`src/rtl/sync_fifo.sv`:
```
// sync_fifo: single-clock, first-word-fall-through FIFO with registered
// occupancy count, level status outputs and a debug view of pointers/count.
// Any depth from 2 to 255 is supported, including depths that are not a power of two.
module sync_fifo #(
   parameter int NUM   = 4,
   parameter int WIDTH = 8
) (
   input  logic             clk,
   input  logic             reset,
   input  logic [WIDTH-1:0] write_data,
   input  logic             write_strobe,
   output logic             space_available,
   output logic [WIDTH-1:0] read_data,
   input  logic             read_strobe,
   output logic             data_available,
   output logic [7:0]       write_ptr,
   output logic [7:0]       read_ptr,
   output logic [7:0]       count
);

   localparam int PTR_W = $clog2(NUM);

   typedef logic [PTR_W-1:0] ptr_t;

   localparam ptr_t       LAST_IDX   = ptr_t'(NUM - 1);
   localparam logic [7:0] FULL_COUNT = 8'(NUM);

   // Pointers wrap explicitly at NUM-1, so no power-of-two depth is assumed.
   function automatic ptr_t next_ptr(input ptr_t p);
      return (p == LAST_IDX) ? '0 : p + ptr_t'(1);
   endfunction

   logic [WIDTH-1:0] mem [NUM];
   ptr_t             wr_idx;
   ptr_t             rd_idx;
   logic             full;
   logic             empty;
   logic             write_accept;
   logic             read_accept;
   logic [7:0]       count_next;

   // Status comes straight from the count register. The two accept terms look
   // only at the count before the edge. A write to a full FIFO is therefore
   // dropped, even when a read frees an entry at that same edge.
   assign full         = (count == FULL_COUNT);
   assign empty        = (count == 8'd0);
   assign write_accept = write_strobe && !full;
   assign read_accept  = read_strobe && !empty;

   // Next occupancy. When a write and a read are both accepted, the count does not change.
   always_comb begin
      // NOTE: give every always_comb output a default first so no path can infer a latch.
      count_next = count;
      unique case ({write_accept, read_accept})
         2'b10:   count_next = count + 8'd1;
         2'b01:   count_next = count - 8'd1;
         default: count_next = count;
      endcase
   end

   // Pointer and count registers.
   always_ff @(posedge clk or negedge reset) begin
      if (!reset) begin
         // NOTE: sequential state uses non-blocking (<=) only, so every register samples pre-edge values.
         wr_idx <= '0;
         rd_idx <= '0;
         count  <= 8'd0;
      end else begin
         if (write_accept) wr_idx <= next_ptr(wr_idx);
         if (read_accept)  rd_idx <= next_ptr(rd_idx);
         count <= count_next;
      end
   end

   // Storage array. It is cleared on reset so that read_data reads 0 while reset is held.
   always_ff @(posedge clk or negedge reset) begin
      if (!reset) begin
         // NOTE: clearing the memory in reset makes it flops rather than RAM, which is fine at this size.
         for (int i = 0; i < NUM; i++) mem[i] <= '0;
      end else if (write_accept) begin
         mem[wr_idx] <= write_data;
      end
   end

   // First-word-fall-through: the head entry is always visible on read_data.
   assign read_data       = mem[rd_idx];
   assign data_available  = !empty;
   assign space_available = !full;

   // Debug view: the pointers zero-extended to 8 bits.
   assign write_ptr = 8'(wr_idx);
   assign read_ptr  = 8'(rd_idx);

endmodule

```
`config.mk`:
```
export PLATFORM = sky130hd
export DESIGN_NAME = sync_fifo
export DESIGN_NICKNAME = d
export VERILOG_FILES = /design/src/rtl/sync_fifo.sv
export SDC_FILE = /design/constraint.sdc
export NUM_CORES = 1
export LEC_CHECK = 0
export ABC_AREA = 1
export BUFFER_PORTS_ARGS = -buffer_cell sky130_fd_sc_hd__buf_2
export CAP_MARGIN = 5
export CORE_MARGIN = 2
export CORE_UTILIZATION = 40
export CTS_CLUSTER_SIZE = 24
export DETAILED_ROUTE_END_ITERATION = 12
export PLACE_DENSITY = 0.57
export SLEW_MARGIN = 20
export SYNTH_ARGS = -nofsm -noshare
export SYNTH_HDL_FRONTEND = slang
export SYNTH_SLANG_ARGS = --single-unit
export TNS_END_PERCENT = 1
```
`constraint.sdc`:
```
create_clock -name clk -period 2.75 [get_ports clk]
set_input_delay 0.55 -clock clk [delete_from_list [all_inputs] [get_ports clk]]
set_output_delay 0.55 -clock clk [all_outputs]
set_load 0.005 [all_outputs]
```
* After elaboration in Yosys (flattened, before gate mapping)
Cells that the tools add are included.
** Storage, ports and cells
- Register bits :: 44
- Latch bits :: 0
- Bits in writable memories :: 0
- ROM bits :: 0
- Bits of input ports :: 12
- Memories :: 0
- Word-level logic and storage cells :: 37
** Cells by class
- Equality and inequality tests :: 5
- Order comparisons :: 3
- Multiplexer cells :: 9
- Multipliers :: 0
- Add/sub/neg operators :: 4
- Div/mod/pow operators :: 0
- Reductions and logical operators :: 7
- Bitwise gates (word level) :: 2
- Shift-type cells :: 0
** Operators with widths (number)
- 32-bit bitwise mux :: 1
- 8-bit 2-to-1 mux :: 3
- 8-bit binary-select mux with 2-bit select :: 1
- 8-bit demux with 2-bit select :: 1
- 8-bit one-hot mux with 2 select lines :: 1
- 8-bit by 1-bit adder with 8-bit output (second input constant) :: 1
- 8-bit by 3-bit equality test with 1-bit output (second input constant) :: 1
- 8-bit zero test :: 1
- 8-bit by 1-bit subtractor with 8-bit output (second input constant) :: 1
- 2-bit equality test (second input constant) :: 3
- 3-bit greater-or-equal comparator (second input constant) :: 2
- 2-bit inverter with 3-bit output :: 2
- 2-bit by 1-bit adder with 2-bit output (second input constant) :: 2
- 2-bit 2-to-1 mux :: 2
- 1-bit logical AND :: 3
- 3-bit by 1-bit less-than comparator with 1-bit output (second input constant) :: 1
- 2-bit by 1-bit equality test with 1-bit output (second input constant) :: 1
- 1-bit zero test :: 2
- 2-bit nonzero test :: 1

* Depth between registers and ports, before layout
Gate-level depths: netlist of run 1.
- Depth after elaboration :: 6
- Depth in mapped cells :: 15
- Gate-level depth less buffers :: 15

* Worst setup path after synthesis of run 1
Ideal clock, no wire load.
- Path type :: register to register
- From :: reg count[0]
- To :: reg count[7]
- Path slack :: 0.431 ns
- Period minus slack after synthesis :: 2.319 ns
- Arrival :: 2.200 ns
- Buffers on the path :: 0
- Cell stages (with the launch flop) :: 12
- Data required time :: 2.631 ns
- Path through :: dfrtp_1 nor3_1 nand3_1 nand2_1 inv_1 ha_1 ha_1 or2_2 nand3_1 nand3_1 nand3_1 nand2_1
** Between the ends
- Word-level cells in the longest chain between the ends :: 5
** RTL lines
- start, declared :: RTL line 18 : output logic [7:0] count
- start signal, assigned :: RTL line 71 : count <= count_next;
- 8-bit zero test (*) :: RTL line 46 : assign empty = (count == 8'd0);
- 1-bit zero test (*)
- named net data_available :: RTL line 15 : output logic data_available,
- 1-bit logical AND (*) :: RTL line 48 : assign read_accept = read_strobe && !empty;
- named net read_accept :: RTL line 39 : logic read_accept;
- 2-bit by 1-bit equality test with 1-bit output / 2-bit equality test (equally long branches) :: RTL line 54 : unique case ({write_accept, read_accept})
- 8-bit one-hot mux with 2 select lines / 2-bit nonzero test (equally long branches)
Mark *: on every way through the listed nets, which the timed path passes. The rest lies on a longest branch.
A chain may end at the register's enable or synchronous reset.

* Worst setup path in the final report of run 1
- From :: reg count[5]
- To :: reg count[7]
** Between the ends
- Word-level cells in the longest chain between the ends :: 5
** RTL lines (RTL line)
- 8-bit zero test (*) :: 46
- 1-bit zero test (*) :: 48
- 1-bit logical AND (*) :: 48
- named net read_accept :: 39
- 2-bit by 1-bit equality test with 1-bit output / 2-bit equality test (equally long branches) :: 54
- 8-bit one-hot mux with 2 select lines / 2-bit nonzero test (equally long branches)
Marks and branches as above.

==> results by group, run 1 <==
Clock tree
  – CTS root buffer: clkbuf_8
  – Resize count post-CTS: 0
  – H-Tree Depth: 2
  – CTS tree: yes
  – Hold_buf cts: 0
  – Clk pin slew, worst setup/hold paths: approximately 80 ps
  – Inserted Clock Buffers: 5
  – Clock Sinks: 44
  – Worst-skew pair later-pin latency: approximately 290 ps
  – Clk buf depth: 2
  – Post-CTS setup buffer count: 0

Floorplanning
  – Initial Utilization: between 40% and 50%
  – DIE HEIGHT: roughly 84 um
  – Die width: approximately 84 um
  – # rows: 29
  – CORE AREA: between 6000 and 7000 sq um
  – Num ports: 46
  – Die area: between 7000 and 8000 sq um

Timing
  – Least-Margin Pin Slew: roughly 500 ps
  – Final-report max-slew violation count: 0
  – Period Utilization, post-route: between 80% and 90%
  – Fin crit period: 2460 ps
  – Setup ws final: between 200 and 300 ps
  – Sum Neg Setup Slack: 0 ps
  – Fmax achieved: approximately 410 MHz
  – Slew HR: 66.0%
  – Setup repair after global routing missed its margin: false
  – Hold Fails Final Rpt: 0
  – Final-report setup violation count: 0
  – Final Skew: approximately 5.6 ps

Critical path
  – Worst r2r src: count[5]$_DFFE_PN0P_
  – Worst Path Max Fanout: 8
  – R2R setup slack: 290 ps
  – R2r worst-path depth: 13
  – Worst r2r dst: count[7]$_DFFE_PN0P_
  – Worst setup SP type: flop
  – Worst Setup SP: count[5]$_DFFE_PN0P_
  – CP Capture Type: flop
  – Data required time of the critical path: around 3000 ps
  – WS Path Type: reg2reg
  – CP Capture Point: count[7]$_DFFE_PN0P_
  – WP data arrival: ~2600 ps

Detailed routing
  – Drt pass-1 iters: 4
  – WL final: ~6500 um
  – Vias: 2,209
  – Number of nets with antenna violations after routing: 0
  – Residual DRC: 0
  – WL per Instance: 15.2 um
  – DRT iter0 DRCs: ~150
  – DR vias/cell: between 5 and 6

Finish
  – Commonest non-fill, non-tap cells in the layout: nand2_1 (104), dfrtp_1 (44), buf_2 (33)
  – Nets: between 300 and 400
  – Inserted Diodes: 0
  – # fillers: 640
  – Non-Filler Instances: around 430
  – Most common cell after layout, fill and taps aside: nand2_1
  – Layout area overhead: 9.70%
  – Layout cells sized above 1: 16.0%

Global route
  – First-pass GRT wire length: ~11,000 um
  – Vias in the first global route: ~2,200
  – Grt ovf: 0
  – Largest net degree at the start of global routing: 38
  – Initial antenna violation count: 0
  – Gr usage total: 19.5%

Power
  – Pleak: roughly 1.5 nW
  – Power Dens Cells: ~1100 nW/um^2
  – Total power draw: roughly 0.0032 W
  – Maximum vdd drop: 0.443 mV

Place
  – Detailed placer's ending HPWL: about 4400 um
  – IO buf count: 33
  – GP Congestion: just over 0.8
  – # placed instances: between 400 and 500
  – DP Worst Slack: about 230 ps

Run
  – Max Cap Viol: 0

Logic synthesis
  – Syn Inst Count: 324
  – Sequential fraction of the synthesis area: between 40 and 50%
  – Dominant cells by area after synthesis: dfrtp_1 (43%), nand2_1 (15%), nand4_1 (7.8%)
  – Top-area cell type share of the netlist area: 42.7%
  – Synth Warn #: 0
  – Post-synthesis cell area: about 2600 sq um
  – Syn avg cell area: about 8 sq um
  – Yosys cell types: 27
  – Synth Register Bits: 44
  – Leading area contributor after synthesis: dfrtp_1

Run status
  – Status: finished clean

Hold path
  – Hold Crit Class: in2async
-- sequential cells by signal (all words and copies together), names as in the netlist --
signal,flops
count,8
wr_idx,2
mem,32
rd_idx,2
-- where the power goes --
part | leakage, nW | switching (W) | internal, W
logic | 0.921 | 0.000937 | 0.000635
clock network | 0.0359 | 0.000210 | 0.000164
registers | 0.546 | 0.000258 | 0.000952
total | 1.50 | 0.00140 | 0.00175
-- metal layers --
layer	wire [um]	track usage [%]	vias up
li1	-	-	1117
met1	3010	26.7	1039
met2	3140	32.1	48
met3	297	3.64	5
met4	60	4.40	0
met5	0	0	-
-- layout make-up --
cell class | instances | area, sq um | area share [%]
clock buffer | 5 | 68.8 | 2.43
inverter | 21 | 78.8 | 2.79
multi-input combinational | 242 | 1270 | 45.0
sequential | 44 | 1100 | 38.9
tap | 77 | 96.3 | 3.40
timing repair buffer | 39 | 210 | 7.43
-- critical path, cell delays in order, from the launching register on --
cell and delay, ps:
dfrtp_1 450, inv_1 80, nand2_1 80, nor3_4 160, nand3_1 160, nand2_1 140
inv_1 60, ha_2 250, ha_1 330, or2_2 320, nand3_1 110, nand3_1 80
nand3_1 90, nand2_1 60
-- metrics by stage --
stage	util [%]	instance area [sq um]	hold slack (ps)
final	45.1	2830	192
after global placement	43.7	2740	449
after detailed placement	43.7	2740	453
after floorplan	-	2620	254
after CTS	44.8	2810	193
after global routing	45.1	2830	213
-- worst min path at each step --
stage,startpoint,depth (start not counted),end
floorplan,reset,0,count[0]$_DFFE_PN0P_
global placement,mem[18]$_DFFE_PN0P_,2,mem[18]$_DFFE_PN0P_
detailed placement,mem[10]$_DFFE_PN0P_,2,mem[10]$_DFFE_PN0P_
CTS,reset,1,count[0]$_DFFE_PN0P_
global route,reset,1,count[7]$_DFFE_PN0P_
finish,reset,1,count[0]$_DFFE_PN0P_
-- cells by family after synthesis --
logic type / Yosys count / share of synthesized area, %
buf+inv: 49 / 10.3
fa+ha+maj: 13 / 6.60
simple gates: 183 / 32.9
compound gates: 32 / 6.74
other cells: 1 / 0.145
flops: 44 / 42.7
xor+xnor: 2 / 0.679
-- cell usage after synthesis (all sizes together) --
master  number
a21oi        4
buf         25
clkbuf       3
clkinv       1
conb         1
dfrtp       44
fa           1
ha          12
inv         20
nand2      105
nand3       20
nand3b       1
nand4       32
nor2        20
nor3         3
o21ai       17
o22ai       11
or2          2
xnor2        2
Note: power is estimated with default switching activity, not from simulation.
==> inputs of run 2 (changes only) <==
--- a/config.mk
+++ b/config.mk
@@ -6,13 +6,14 @@
 export NUM_CORES = 1
 export LEC_CHECK = 0
 export ABC_AREA = 1
-export BUFFER_PORTS_ARGS = -buffer_cell sky130_fd_sc_hd__buf_2
 export CAP_MARGIN = 5
 export CORE_MARGIN = 2
 export CORE_UTILIZATION = 40
 export CTS_CLUSTER_SIZE = 24
 export DETAILED_ROUTE_END_ITERATION = 12
-export PLACE_DENSITY = 0.57
+export DONT_BUFFER_PORTS = 1
+export PLACE_DENSITY = 0.51
+export REMOVE_ABC_BUFFERS = 1
 export SLEW_MARGIN = 20
 export SYNTH_ARGS = -nofsm -noshare
 export SYNTH_HDL_FRONTEND = slang
==> run 2 against run 1 <==
Register-to-register slack improved by 70 ps. Critical endpoint unchanged. Setup slack better by 74 ps. Die area is the same.
==> results by group, run 2 (synthesized netlist as in run 1, its figures left out) <==
Run status
  – Status: finished clean

Timing
  – Fmax achieved: approximately 420 MHz
  – Slew HR: 66.2%
  – Final-report max-slew violation count: 0
  – Least-Margin Pin Slew: 506 ps
  – Fin crit period: between 2000 and 2500 ps
  – Period Utilization, post-route: between 80% and 90%
  – Final-report setup violation count: 0
  – Setup repair after global routing missed its margin: false
  – Final Skew: ~9.4 ps
  – Hold Fails Final Rpt: 0

Critical path
  – Worst Path Max Fanout: 8
  – CP Capture Type: flop
  – Worst setup SP type: flop
  – Cell mode on critical path: nand3_1
  – Crit-path max cell delay: approximately 430 ps
  – Worst r2r src: count[4]$_DFFE_PN0P_
  – R2r worst-path depth: 13
  – R2R setup slack: between 300 and 400 ps
  – Data required time of the critical path: between 2000 and 3000 ps
  – Top delay family on crit path: simple AND/OR/NAND/NOR gates
  – Worst-path cell chain: inv_2 -> nand2_1 -> nor3_4 -> nand3_1 -> nand2_1 -> inv_1 -> ha_2 -> ha_1 -> or2_2 -> nand3_1 -> nand3_1 -> nand3_1 -> nand2_1
  – Worst r2r dst: count[7]$_DFFE_PN0P_
  – WS Path Type: reg2reg
  – CP max stage cell: dfrtp_1
  – WP data arrival: between 2000 and 3000 ps
  – Buf/Inv on CP: 2

Run
  – Max Cap Viol: 0

Floorplanning
  – Die width: around 84 um
  – # rows: 29
  – Num ports: 46
  – Die area: just over 7000 sq um
  – CORE AREA: 6280 sq um
  – DIE HEIGHT: 84.3 um
  – Initial Utilization: between 40% and 50%

Finish
  – Max FFs per register: 32
  – Layout cells sized above 1: 6.60%
  – Non-Filler Instances: between 300 and 400
  – Commonest non-fill, non-tap cells in the layout: nand2_1 (104), dfrtp_1 (44), nand4_1 (32)
  – Layout area overhead: 5.14%
  – Biggest regs: mem: 32 flops, count: 8 flops
  – Biggest register: mem
  – Most common cell after layout, fill and taps aside: nand2_1
  – # fillers: 651
  – Final Cell Area: 2710 sq um
  – Nets: 343
  – Inserted Diodes: 0

Detailed routing
  – WL per Instance: roughly 16 um
  – DR vias/cell: approximately 5.3
  – Drt pass-1 iters: 4
  – Vias: ~2,100
  – DRT iter0 DRCs: ~160
  – Residual DRC: 0
  – Number of nets with antenna violations after routing: 0
  – WL final: between 6000 and 7000 um

Place
  – Detailed placer's ending HPWL: about 4100 um
  – GP Congestion: between 0.8 and 0.9
  – IO buf count: 0
  – # placed instances: between 300 and 400
  – Placed Area: about 2600 sq um

Global route
  – Grt ovf: 0
  – Initial antenna violation count: 0
  – Vias in the first global route: 2,064
  – First-pass GRT wire length: roughly 11,000 um
  – Largest net degree at the start of global routing: 45
  – Gr usage total: between 10% and 20%

Clock tree
  – Clk pin slew, worst setup/hold paths: ~80 ps
  – Clk buf depth: 2
  – Inserted Clock Buffers: 5
  – Clock Sinks: 44
  – H-Tree Depth: 2
  – Worst-skew pair later-pin latency: 290 ps
  – CTS tree: yes
  – CTS root buffer: clkbuf_8

Hold path
  – Hold Crit Class: in2async

Power
  – Power Dens Cells: roughly 1200 nW/um^2
  – Pleak: between 1 and 1.5 nW
  – Total power draw: approximately 0.0031 W
  – Maximum vdd drop: around 0.51 mV
run 2: area by class of cell:
type	instances	area, sq um	area share, %
clock buffer	5	68.8	2.54
clock inverter	2	60.1	2.21
inverter	21	78.8	2.91
multi-input combinational	242	1260	46.4
sequential	44	1100	40.6
tap	77	96.3	3.55
timing repair buffer	4	50.0	1.85
run 2: worst max path at each step:
| stage | startpoint | endpoint | slack, ps | cells past startpoint |
|---|---|---|---|---|
| final | count[4]$_DFFE_PN0P_ | count[7]$_DFFE_PN0P_ | 370 | 13 |
| after global routing | count[4]$_DFFE_PN0P_ | count[5]$_DFFE_PN0P_ | 120 | 13 |
| after CTS | count[4]$_DFFE_PN0P_ | count[7]$_DFFE_PN0P_ | 220 | 13 |
| after detailed placement | count[5]$_DFFE_PN0P_ | count[7]$_DFFE_PN0P_ | 250 | 13 |
| after global placement | count[5]$_DFFE_PN0P_ | count[6]$_DFFE_PN0P_ | 300 | 14 |
| after floorplan | count[5]$_DFFE_PN0P_ | count[7]$_DFFE_PN0P_ | -110 | 12 |
run 2: worst reg2reg max path: cells and delay by family, from the launching register on:
| kind | cells | cell delay [ps] |
|---|---|---|
| buffers and inverters | 2 | 120 |
| flip-flops | 1 | 430 |
| adder cells (fa/ha/maj) | 2 | 560 |
| AND/OR/NAND/NOR | 9 | 1160 |
run 2: what timing repair did:
item                       in CTS  in global routing
setup endpoints to repair       0                  1
hold buffers                    1                  0
resized for setup               0                  1
hold endpoints to repair       44                  0
buffers inserted                0                  0
run 2: per-stage QoR:
stage	setup TNS, ps	utilization (%)	setup WS, ps	hold WS (ps)
after global placement	0	40.7	297	257
after global routing	0	43.2	118	85.1
after floorplan	-238	-	-106	254
after detailed placement	0	40.7	248	256
final	0	43.2	365	87.4
after CTS	0	43.2	223	88.2
run 2: metal layers:
metal,routed length (um),global-route usage [%]
met1,3090,27.1
met5,0,0
met4,56,5.28
met2,2800,29.5
met3,371,5.51
run 2: where the power goes:
| part | internal [W] | switching [W] | total, W |
|---|---|---|---|
| Clock | 0.000358 | 0.000218 | 0.000576 |
| Sequential | 0.000952 | 0.000275 | 0.00123 |
| Combinational | 0.000488 | 0.000845 | 0.00133 |
==> inputs of run 3 (changes only) <==
==> constraint.sdc (replaced) <==
create_clock -name clk -period 2.35 [get_ports clk]
set_input_delay 0.47 -clock clk [delete_from_list [all_inputs] [get_ports clk]]
set_output_delay 0.47 -clock clk [all_outputs]
set_load 0.005 [all_outputs]
==> run 3 against run 2 <==
Setup slack got worse by 240 ps. Sequential power increased by 11%. Largest power group unchanged. Worst hold slack got worse by 80 ps. Clock-buffer cell count unchanged. Final cell count increased by 5.3%. Via count up 6.2%. Flip-flop and latch count stayed put. Fmax up 7.2%. Clock power rose by 3%. First-iteration DRC count is 3.8% lower. Global-route usage rose by 0.44 points. Clock skew up 6.8 ps.
==> results by group, run 3 (synthesized netlist as in run 1, its figures left out) <==
Clock tree
  – H-Tree Depth: 2
  – Clock Sinks: between 40 and 50
  – Clk pin slew, worst setup/hold paths: ~90 ps
  – Worst-skew pair later-pin latency: approximately 300 ps
  – CTS root buffer: clkbuf_8
  – CTS tree: yes
  – Inserted Clock Buffers: 5
  – Clk buf depth: 2

Power
  – Maximum vdd drop: 0.594 mV
  – Power Dens Cells: roughly 1300 nW/um^2
  – Pleak: around 1.5 nW
  – Total power draw: approximately 0.0040 W

Detailed routing
  – Drt pass-1 iters: 4
  – Residual DRC: 0
  – DRT iter0 DRCs: between 150 and 200
  – DR vias/cell: 5.32
  – Number of nets with antenna violations after routing: 0
  – WL per Instance: 16.1 um
  – Vias: roughly 2,200
  – WL final: approximately 6700 um

Global route
  – Grt ovf: 0
  – Vias in the first global route: around 2,200
  – Largest net degree at the start of global routing: between 40 and 50
  – First-pass GRT wire length: ~11,000 um
  – Gr usage total: between 10% and 20%
  – Initial antenna violation count: 0

Finish
  – Most common cell after layout, fill and taps aside: nand2_1
  – Biggest regs: mem: 32 flops, count: 8 flops
  – Biggest register: mem
  – Nets: between 300 and 400
  – Layout area overhead: 14.0%
  – Non-Filler Instances: 416
  – Commonest non-fill, non-tap cells in the layout: nand2_1 (102), dfrtp_1 (44), nand4_1 (32)
  – Inserted Diodes: 0
  – Max FFs per register: 32
  – Layout cells sized above 1: 15.6%

Critical path
  – WP data arrival: 2410 ps
  – Crit-path max cell delay: roughly 390 ps
  – Worst r2r src: count[4]$_DFFE_PN0P_
  – Worst-path cell chain: inv_2 -> nand2_1 -> nor3_4 -> nand3_1 -> nand2_1 -> inv_1 -> ha_4 -> fa_2 -> nand2_2 -> nand3_2 -> nand3_2 -> nand3_1 -> nand3_1 -> nand2_1
  – WS Path Type: reg2reg
  – Worst r2r dst: count[6]$_DFFE_PN0P_
  – Worst Path Max Fanout: 8
  – Data required time of the critical path: between 2000 and 3000 ps
  – R2r worst-path depth: 14
  – R2R setup slack: 120 ps
  – Worst setup SP type: flop
  – CP max stage cell: dfrtp_1
  – CP Capture Type: flop

Timing
  – Slew HR: between 60% and 70%
  – Period Utilization, post-route: around 95%
  – Hold WS: ~6.9 ps
  – Fmax achieved: between 400 and 500 MHz
  – Setup repair after global routing missed its margin: true
  – Least-Margin Pin Slew: 514 ps
  – Hold Fails Final Rpt: 0
  – Final-report max-slew violation count: 0
  – Final-report setup violation count: 0
  – Fin crit period: ~2200 ps
  – Final Skew: ~16 ps
  – Setup ws final: between 100 and 150 ps

Floorplanning
  – Num ports: 46
  – Die area: between 7000 and 8000 sq um
  – DIE HEIGHT: between 80 and 90 um
  – # rows: 29
  – Initial Utilization: approximately two fifths
  – Die width: 84.3 um
  – CORE AREA: about 6300 sq um

Place
  – IO buf count: 0
  – GP Congestion: just over 0.8
  – # placed instances: between 400 and 500
  – DP Worst Slack: -22.5 ps
  – Detailed placer's ending HPWL: around 4300 um

Run status
  – Status: finished clean

Hold path
  – Hold Crit Class: in2async

Run
  – Max Cap Viol: 0
==> run 3: cell count changes in the layout (fill, tap and decap cells not counted), moves of 2 or more <==
cell     change
nand3_2      +2
ha_4         +6
nand2_2      +2
nand3_1      -2
ha_1         -5
buf_4       +20
nand2_1      -2
==> run 3: routing by layer <==
metal	GRT usage [%]	share of wire, %	vias up
met5	0	0	-
met4	5.28	0.45	0
met3	4.13	4.7	2
met2	30.7	47	46
met1	28.3	48	1079
li1	-	-	1088
==> run 3: metrics by stage <==
step | setup TNS (ps) | util [%] | cell area, sq um
floorplan | -2390 | - | 2430
global placement | 0 | 42.8 | 2690
detailed placement | -38.1 | 42.8 | 2690
CTS | 0 | 45.1 | 2830
global route | -60.7 | 46.9 | 2940
finish | 0 | 46.9 | 2940
==> run 3: worst max-delay path by stage <==
stage                               startpoint                   end  slack, ps  cells after the start
after detailed placement  count[5]$_DFFE_PN0P_  count[7]$_DFFE_PN0P_        -20                     13
final                     count[4]$_DFFE_PN0P_  count[6]$_DFFE_PN0P_        120                     14
after CTS                 count[3]$_DFFE_PN0P_  count[7]$_DFFE_PN0P_         60                     11
after floorplan           count[5]$_DFFE_PN0P_  count[7]$_DFFE_PN0P_       -510                     12
after global placement    count[4]$_DFFE_PN0P_  count[7]$_DFFE_PN0P_         50                     13
after global routing      count[4]$_DFFE_PN0P_  count[6]$_DFFE_PN0P_        -50                     14
==> run 3: critical path, delay by kind of cell, from the launching register on <==
| kind | cells | cell delay [ps] |
|---|---|---|
| adders and majority gates | 2 | 580 |
| and+or+nand+nor | 10 | 1010 |
| DFF | 1 | 390 |
| buffers and inverters | 2 | 130 |
==> run 3: area by class of cell <==
type | instances | area [sq um]
Sequential cell | 44 | 1100
Clock buffer | 5 | 68.8
Tap cell | 77 | 96.3
Inverter | 21 | 78.8
Clock inverter | 3 | 42.5
Multi-Input combinational cell | 242 | 1350
Timing Repair Buffer | 24 | 200
Fill cell | 655 | 3340
==> run 3: what timing repair did <==
item                       CTS  global route
hold endpoints to repair    44             0
gates cloned                 0             0
setup buffers                0             2
gates resized for setup      1            13
pin swaps                    0             4
hold buffers                 1             0
setup endpoints to repair    3             5
==> run 3: power by group <==
part	switching (W)	total [W]	leakage (nW)	internal, W
combinational	0.00119	0.00201	0.887	0.000819
sequential	0.000242	0.00136	0.546	0.00111
clock	0.000278	0.000593	0.0541	0.000315
total	0.00171	0.00396	1.49	0.00225
